## config.mk

```make
export PLATFORM = sky130hd
export DESIGN_NAME = biss_slave_emu
export DESIGN_NICKNAME = d
export VERILOG_FILES = /design/src/rtl/biss_slave_emu.sv
export SDC_FILE = /design/constraint.sdc
export NUM_CORES = 1
export LEC_CHECK = 0
export CORE_MARGIN = 2
export CORE_UTILIZATION = 39
export DETAILED_ROUTE_END_ITERATION = 8
export GPL_TIMING_DRIVEN = 0
export PLACE_DENSITY = 0.57
export SLEW_MARGIN = 20
export SYNTH_ARGS = -nofsm -noshare
export SYNTH_HDL_FRONTEND = slang
export SYNTH_SLANG_ARGS = --single-unit
```

## constraint.sdc

```tcl
create_clock -name clk -period 2.7 [get_ports clk]
set_clock_uncertainty 0.05 [all_clocks]
set_input_delay 0.54 -clock clk [delete_from_list [all_inputs] [get_ports clk]]
set_output_delay 0.54 -clock clk [all_outputs]
set_load 0.03 [all_outputs]
```

## src/rtl/biss_slave_emu.sv

```systemverilog
// BiSS-C slave emulator: answers master clock MA with Ack/Start/CDS/data/nE,nW/~CRC6 then timeout.
// Optional multiturn field enabled by defining BISS_MULTITURN_EN (adds mt_in, sent ahead of ST bits).
module biss_slave_emu #(
  parameter int ST_BITS     = 26,
  parameter int ACK_CYC     = 2,
  parameter int TIMEOUT_CYC = 4000,
  parameter int MT_BITS     = 12
) (
  input  logic               clk,
  input  logic               rst,
  input  logic               ma,
  input  logic [ST_BITS-1:0] pos_in,
  input  logic [1:0]         err_n_in,
`ifdef BISS_MULTITURN_EN
  input  logic [MT_BITS-1:0] mt_in,
`endif
  output logic               slo,
  output logic               busy,
  output logic               frame_done,
  output logic               abort
);

`ifdef BISS_MULTITURN_EN
  localparam int D_BITS = MT_BITS + ST_BITS;
`else
  localparam int D_BITS = ST_BITS;
`endif
  localparam int SR_W = D_BITS + 2;
  localparam int BC_W = $clog2(SR_W + 1);
  localparam int TO_W = $clog2(TIMEOUT_CYC + 1);

  typedef enum logic [2:0] {
    S_IDLE, S_ACK, S_START, S_CDS, S_DATA, S_ERR, S_CRC, S_TMO
  } state_t;

  state_t          state_q, state_d;
  logic [2:0]      ma_q;
  logic [SR_W-1:0] sr_q, sr_d;
  logic [5:0]      crc_q, crc_d;
  logic [BC_W-1:0] bit_cnt_q, bit_cnt_d;
  logic [3:0]      ack_cnt_q, ack_cnt_d;
  logic [TO_W-1:0] to_cnt_q, to_cnt_d;
  logic            slo_q, slo_d, busy_q, busy_d, done_q, done_d, abort_q, abort_d;

  logic       ma_fall, ma_rise, ma_edge, to_expired, tx_bit;
  logic [5:0] crc_upd;
  logic [SR_W-1:0] snap;

`ifdef BISS_MULTITURN_EN
  assign snap = {mt_in, pos_in, err_n_in};
`else
  assign snap = {pos_in, err_n_in};
`endif

  // ma_q[0..1] synchronise, ma_q[2] is the delay tap used for edge detection
  assign ma_fall    = ma_q[2] & ~ma_q[1];
  assign ma_rise    = ~ma_q[2] & ma_q[1];
  assign ma_edge    = ma_fall | ma_rise;
  assign to_expired = ~ma_edge && (to_cnt_q >= TO_W'(TIMEOUT_CYC - 1));
  assign tx_bit     = sr_q[SR_W-1];
  assign crc_upd    = {crc_q[4:0], 1'b0} ^ ((crc_q[5] ^ tx_bit) ? 6'h03 : 6'h00);

  always_comb begin
    state_d   = state_q;
    sr_d      = sr_q;
    crc_d     = crc_q;
    bit_cnt_d = bit_cnt_q;
    ack_cnt_d = ack_cnt_q;
    slo_d     = slo_q;
    busy_d    = busy_q;
    done_d    = 1'b0;
    abort_d   = 1'b0;
    if (ma_edge)
      to_cnt_d = '0;
    else if (to_cnt_q != TO_W'(TIMEOUT_CYC))
      to_cnt_d = to_cnt_q + 1'b1;
    else
      to_cnt_d = to_cnt_q;

    case (state_q)
      S_IDLE: begin
        slo_d  = 1'b1;
        busy_d = 1'b0;
        if (ma_fall) begin
          sr_d      = snap;
          crc_d     = '0;
          ack_cnt_d = '0;
          busy_d    = 1'b1;
          slo_d     = 1'b0;
          state_d   = S_ACK;
        end
      end
      S_ACK: if (ma_rise) begin
        if (ack_cnt_q == 4'(ACK_CYC - 1)) begin
          slo_d   = 1'b1;
          state_d = S_START;
        end else begin
          ack_cnt_d = ack_cnt_q + 1'b1;
        end
      end
      S_START: if (ma_rise) begin
        slo_d   = 1'b0;
        state_d = S_CDS;
      end
      // data and error bits share one shift register and counter
      S_CDS, S_DATA, S_ERR: if (ma_rise) begin
        if (state_q == S_ERR && bit_cnt_q == BC_W'(SR_W)) begin
          slo_d     = ~crc_q[5];
          crc_d     = {crc_q[4:0], 1'b0};
          bit_cnt_d = BC_W'(1);
          state_d   = S_CRC;
        end else begin
          slo_d     = tx_bit;
          sr_d      = {sr_q[SR_W-2:0], 1'b0};
          crc_d     = crc_upd;
          bit_cnt_d = (state_q == S_CDS) ? BC_W'(1) : bit_cnt_q + 1'b1;
          if (state_q == S_CDS)
            state_d = (D_BITS == 0) ? S_ERR : S_DATA;
          else if (bit_cnt_q == BC_W'(D_BITS))
            state_d = S_ERR;
        end
      end
      S_CRC: if (ma_rise) begin
        if (bit_cnt_q == BC_W'(6)) begin
          slo_d   = 1'b0;
          state_d = S_TMO;
        end else begin
          slo_d     = ~crc_q[5];
          crc_d     = {crc_q[4:0], 1'b0};
          bit_cnt_d = bit_cnt_q + 1'b1;
        end
      end
      S_TMO: begin
        slo_d = 1'b0;
        if (to_expired && ma_q[1]) begin
          slo_d   = 1'b1;
          busy_d  = 1'b0;
          done_d  = 1'b1;
          state_d = S_IDLE;
        end
      end
      default: state_d = S_IDLE;
    endcase

    // master went quiet mid-frame
    if (state_q != S_IDLE && state_q != S_TMO && to_expired) begin
      slo_d   = 1'b1;
      busy_d  = 1'b0;
      abort_d = 1'b1;
      state_d = S_IDLE;
    end
  end

  always_ff @(posedge clk or posedge rst) begin
    if (rst) begin
      state_q   <= S_IDLE;
      ma_q      <= '1;
      sr_q      <= '0;
      crc_q     <= '0;
      bit_cnt_q <= '0;
      ack_cnt_q <= '0;
      to_cnt_q  <= '0;
      slo_q     <= 1'b1;
      busy_q    <= 1'b0;
      done_q    <= 1'b0;
      abort_q   <= 1'b0;
    end else begin
      state_q   <= state_d;
      ma_q      <= {ma_q[1:0], ma};
      sr_q      <= sr_d;
      crc_q     <= crc_d;
      bit_cnt_q <= bit_cnt_d;
      ack_cnt_q <= ack_cnt_d;
      to_cnt_q  <= to_cnt_d;
      slo_q     <= slo_d;
      busy_q    <= busy_d;
      done_q    <= done_d;
      abort_q   <= abort_d;
    end
  end

  assign slo        = slo_q;
  assign busy       = busy_q;
  assign frame_done = done_q;
  assign abort      = abort_q;

endmodule

```

==> impl_results.md <==
* Setup violators final at 0
* DP Cell Count at 500
* Least-Margin Pin Slew at 0.5197 ns
* EDFF count, synth at 0
* Area grow syn2layout at 20.20%
* Peak supply drop at 0.3935 mV
* Largest net degree at the start of global routing at 40
* Nets at 443
* Post-layout minimum cycle time at 2.374 ns
* IO Port Bufs at 34
* DRC violation count after routing at 0
* Post-Synthesis Cells at 357
* Initial Utilization at 39.91%
* Crit share post-route at 87.92%
* # diodes at 0
* Commonest cells in the netlist: 61 x dfrtp_1, 49 x nand2_1, 49 x o21ai_0
* Largest family of logic cells by synthesized area: simple AND/OR/NAND/NOR gates
* WP data arrival at 2.54 ns
* Synth Area in Simple Gates at 18.24%
* Die Wd at 98.24 um
* Total power at 3998 uW
* TritonCTS clock tree: done
* Post-Synth Adder-Cell Area at 3.251%
* Max Fclk at 0.4213 GHz
* Multiplexer share of the synthesized area at 9.140%
* Layout cells sized above 1 at 10.54%
* DR vias at 2688
* Outcome: complete, no violations
* Vias per cell at 5.209
* Sequential share of the synthesized area at 47.11%
* Drt initial violations at 84
* Routed wire length at 7233 um
* Final design area excluding fillers at 4163 sq um
* Post-Synth XOR/XNOR Area at 2.782%
* I/O pins at 35
* Critical path data required time at 2.87 ns
* Core area at 8678 sq um
* Die Span Y at 98.24 um
* WL per Instance at 14.02 um
* Die area at 9650 sq um
* Crit Path Max Fanout at 10
* Synth warnings at 0
* Share of the synthesized area in the top cell type at 44.08%
* Place WS at 0.3299 ns
* Row cnt at 34
* Syn nets at 397
* Area post-placement at 3961 sq um
* Slew Limit Fails at 0
* First-pass GRT wire length at 12560 um
* Post-synth ARST share at 100.0%
* Synth area leaders: dfrtp_1 44%, mux2i_1 8.4%, o21ai_0 7.1%
* Clock buffer depth at 2
* Primary FF master, synth: dfrtp_1
* Leak Pwr at 0.001797 uW
* RSZ-0062 raised after global routing: no
* Number of H-tree levels at 3
* Total gr overflow at 0
* Synth Area in Compound Gates at 14.92%
* Initial antenna violation count at 0
* Count leader, synth: dfrtp_1
* CP Capture Type: flop
* Final std cells w/o fill at 516
* Crit path kind: flop to flop
* Clock slew at reported path FFs at 0.08 ns
* Cts hold-fix bufs at 0
* Clock root cell: clkbuf_8
* Post-CTS Setup Repair Bufs at 0
* Worst min-delay path category: flop to flop
* Setup WS post-layout at 0.3263 ns
* Final Wtd Congestion at 0.7714
* DRT antenna net count at 0
* Worst rel slew slack at 65.05%
* Worst hold slack at 0.3067 ns
* Num CTS Buffers at 9
* Startpoint types: flop
* Fin. Hold Viols at 0
* Register bit total from synthesis at 65
* Largest area contributor in the netlist: dfrtp_1
* Clock sink count at 65
* HPWL after DPL at 5099 um
* Cell area after synthesis at 3463 sq um
* Pwr/cell area at 960.4 nW/um^2
* MaxCap Viol Count at 0
* Total GRT Usage at 16.09%
* Clock Latency Late Sink at 0.35 ns
* Pre-antenna DRT Iters at 4
* Cells resized by post-CTS repair at 0
* Vias in the first global route at 2637
* Synthesized area per cell at 9.701 sq um
* Synth cell types at 57
cells by family (layout without fill, tap and decap cells):
logic type,Yosys count,in the layout
muxes,31,31
buffers and inverters,35,86
adders and majority gates,9,9
AOI/OAI and AO/OA,83,83
and+or+nand+nor,123,123
DFF,65,65
xor gates and xnor gates,11,11
cell type report:
| class | instances | area [sq um] |
|---|---|---|
| Sequential cell | 65 | 1632 |
| Clock inverter | 7 | 77.57 |
| Tap cell | 108 | 135.1 |
| Clock buffer | 9 | 123.9 |
| Buffer | 17 | 90.09 |
| Fill cell | 852 | 4516 |
| Timing Repair Buffer | 35 | 360.3 |
| Multi-Input combinational cell | 257 | 1674 |
| Inverter | 18 | 70.07 |
critical path: stages (launching register included):
cell and delay [ns]:
dfstp_2 0.58, ha_1 0.15, clkbuf_1 0.31, inv_1 0.12
o32a_1 0.40, buf_2 0.18, clkbuf_1 0.23, nand2_1 0.12
o21ai_0 0.08
registers in the layout (all words and copies together) (netlist names):
| name | count |
|---|---|
| sr_q | 28 |
| to_cnt_q | 12 |
| crc_q | 6 |
| bit_cnt_q | 5 |
| ack_cnt_q | 4 |
| ma_q | 3 |
| state_q | 3 |
| abort | 1 |
| busy | 1 |
| frame_done | 1 |
| slo | 1 |
power by group:
part | leakage, uW | total (uW) | internal (uW) | switching (uW)
Sequential | 0.000828 | 1520 | 1300 | 219
Clock | 0.000100 | 857 | 434 | 423
Combinational | 0.000869 | 1630 | 717 | 908
Total | 0.00180 | 4000 | 2450 | 1550
path summary, 6_finish.rpt:
| kind | to | from | slack, ns | depth (start not counted) |
|---|---|---|---|---|
| hold / removal | ma_q[1]$_DFF_PP1_ | ma_q[0]$_DFF_PP1_ | 0.31 | 0 |
| setup / recovery | sr_q[9]$_DFFE_PP0P_ | ma_q[1]$_DFF_PP1_ | 0.33 | 8 |
| min in group asynchronous | to_cnt_q[4]$_DFFE_PP0P_ | rst | 0.46 | 2 |
| max in group asynchronous | bit_cnt_q[1]$_DFFE_PP0P_ | rst | 1.61 | 3 |
| hold reg to reg | ma_q[1]$_DFF_PP1_ | ma_q[0]$_DFF_PP1_ | 0.31 | 0 |
| setup reg to reg | sr_q[9]$_DFFE_PP0P_ | ma_q[1]$_DFF_PP1_ | 0.33 | 8 |
cells in the final DEF (no fill, tap or decap), types with 3 or more instances in the layout:
cell / instances
dfrtp_1: 61
nand2_1: 49
o21ai_0: 49
clkdlybuf4s50_1: 34
mux2i_1: 29
inv_1: 17
nand3_1: 16
nor2_1: 11
and2_1: 11
xnor2_1: 9
ha_1: 9
clkbuf_8: 9
nand4_1: 8
clkbuf_1: 7
a21oi_1: 7
buf_2: 6
nand2b_1: 4
or3_1: 4
dfstp_2: 4
buf_4: 3
and3_1: 3
o21bai_1: 3
stage by stage:
stage | TNS [ns] | util [%]
floorplan | 0 | -
global placement | -47.93 | 45.39
detailed placement | 0 | 45.65
CTS | 0 | 47.97
global route | 0 | 47.97
finish | 0 | 47.97
metal layers:
layer	GRT usage (%)	up-vias	part of all wire, %	wire [um]
li1	-	1347	-	-
met1	22.51	1293	51	3680
met2	23.92	39	44	3204
met3	3.508	9	3.2	235
met4	7.482	0	1.5	112
met5	0	-	0	0
Power figures use the tool's default switching activity.
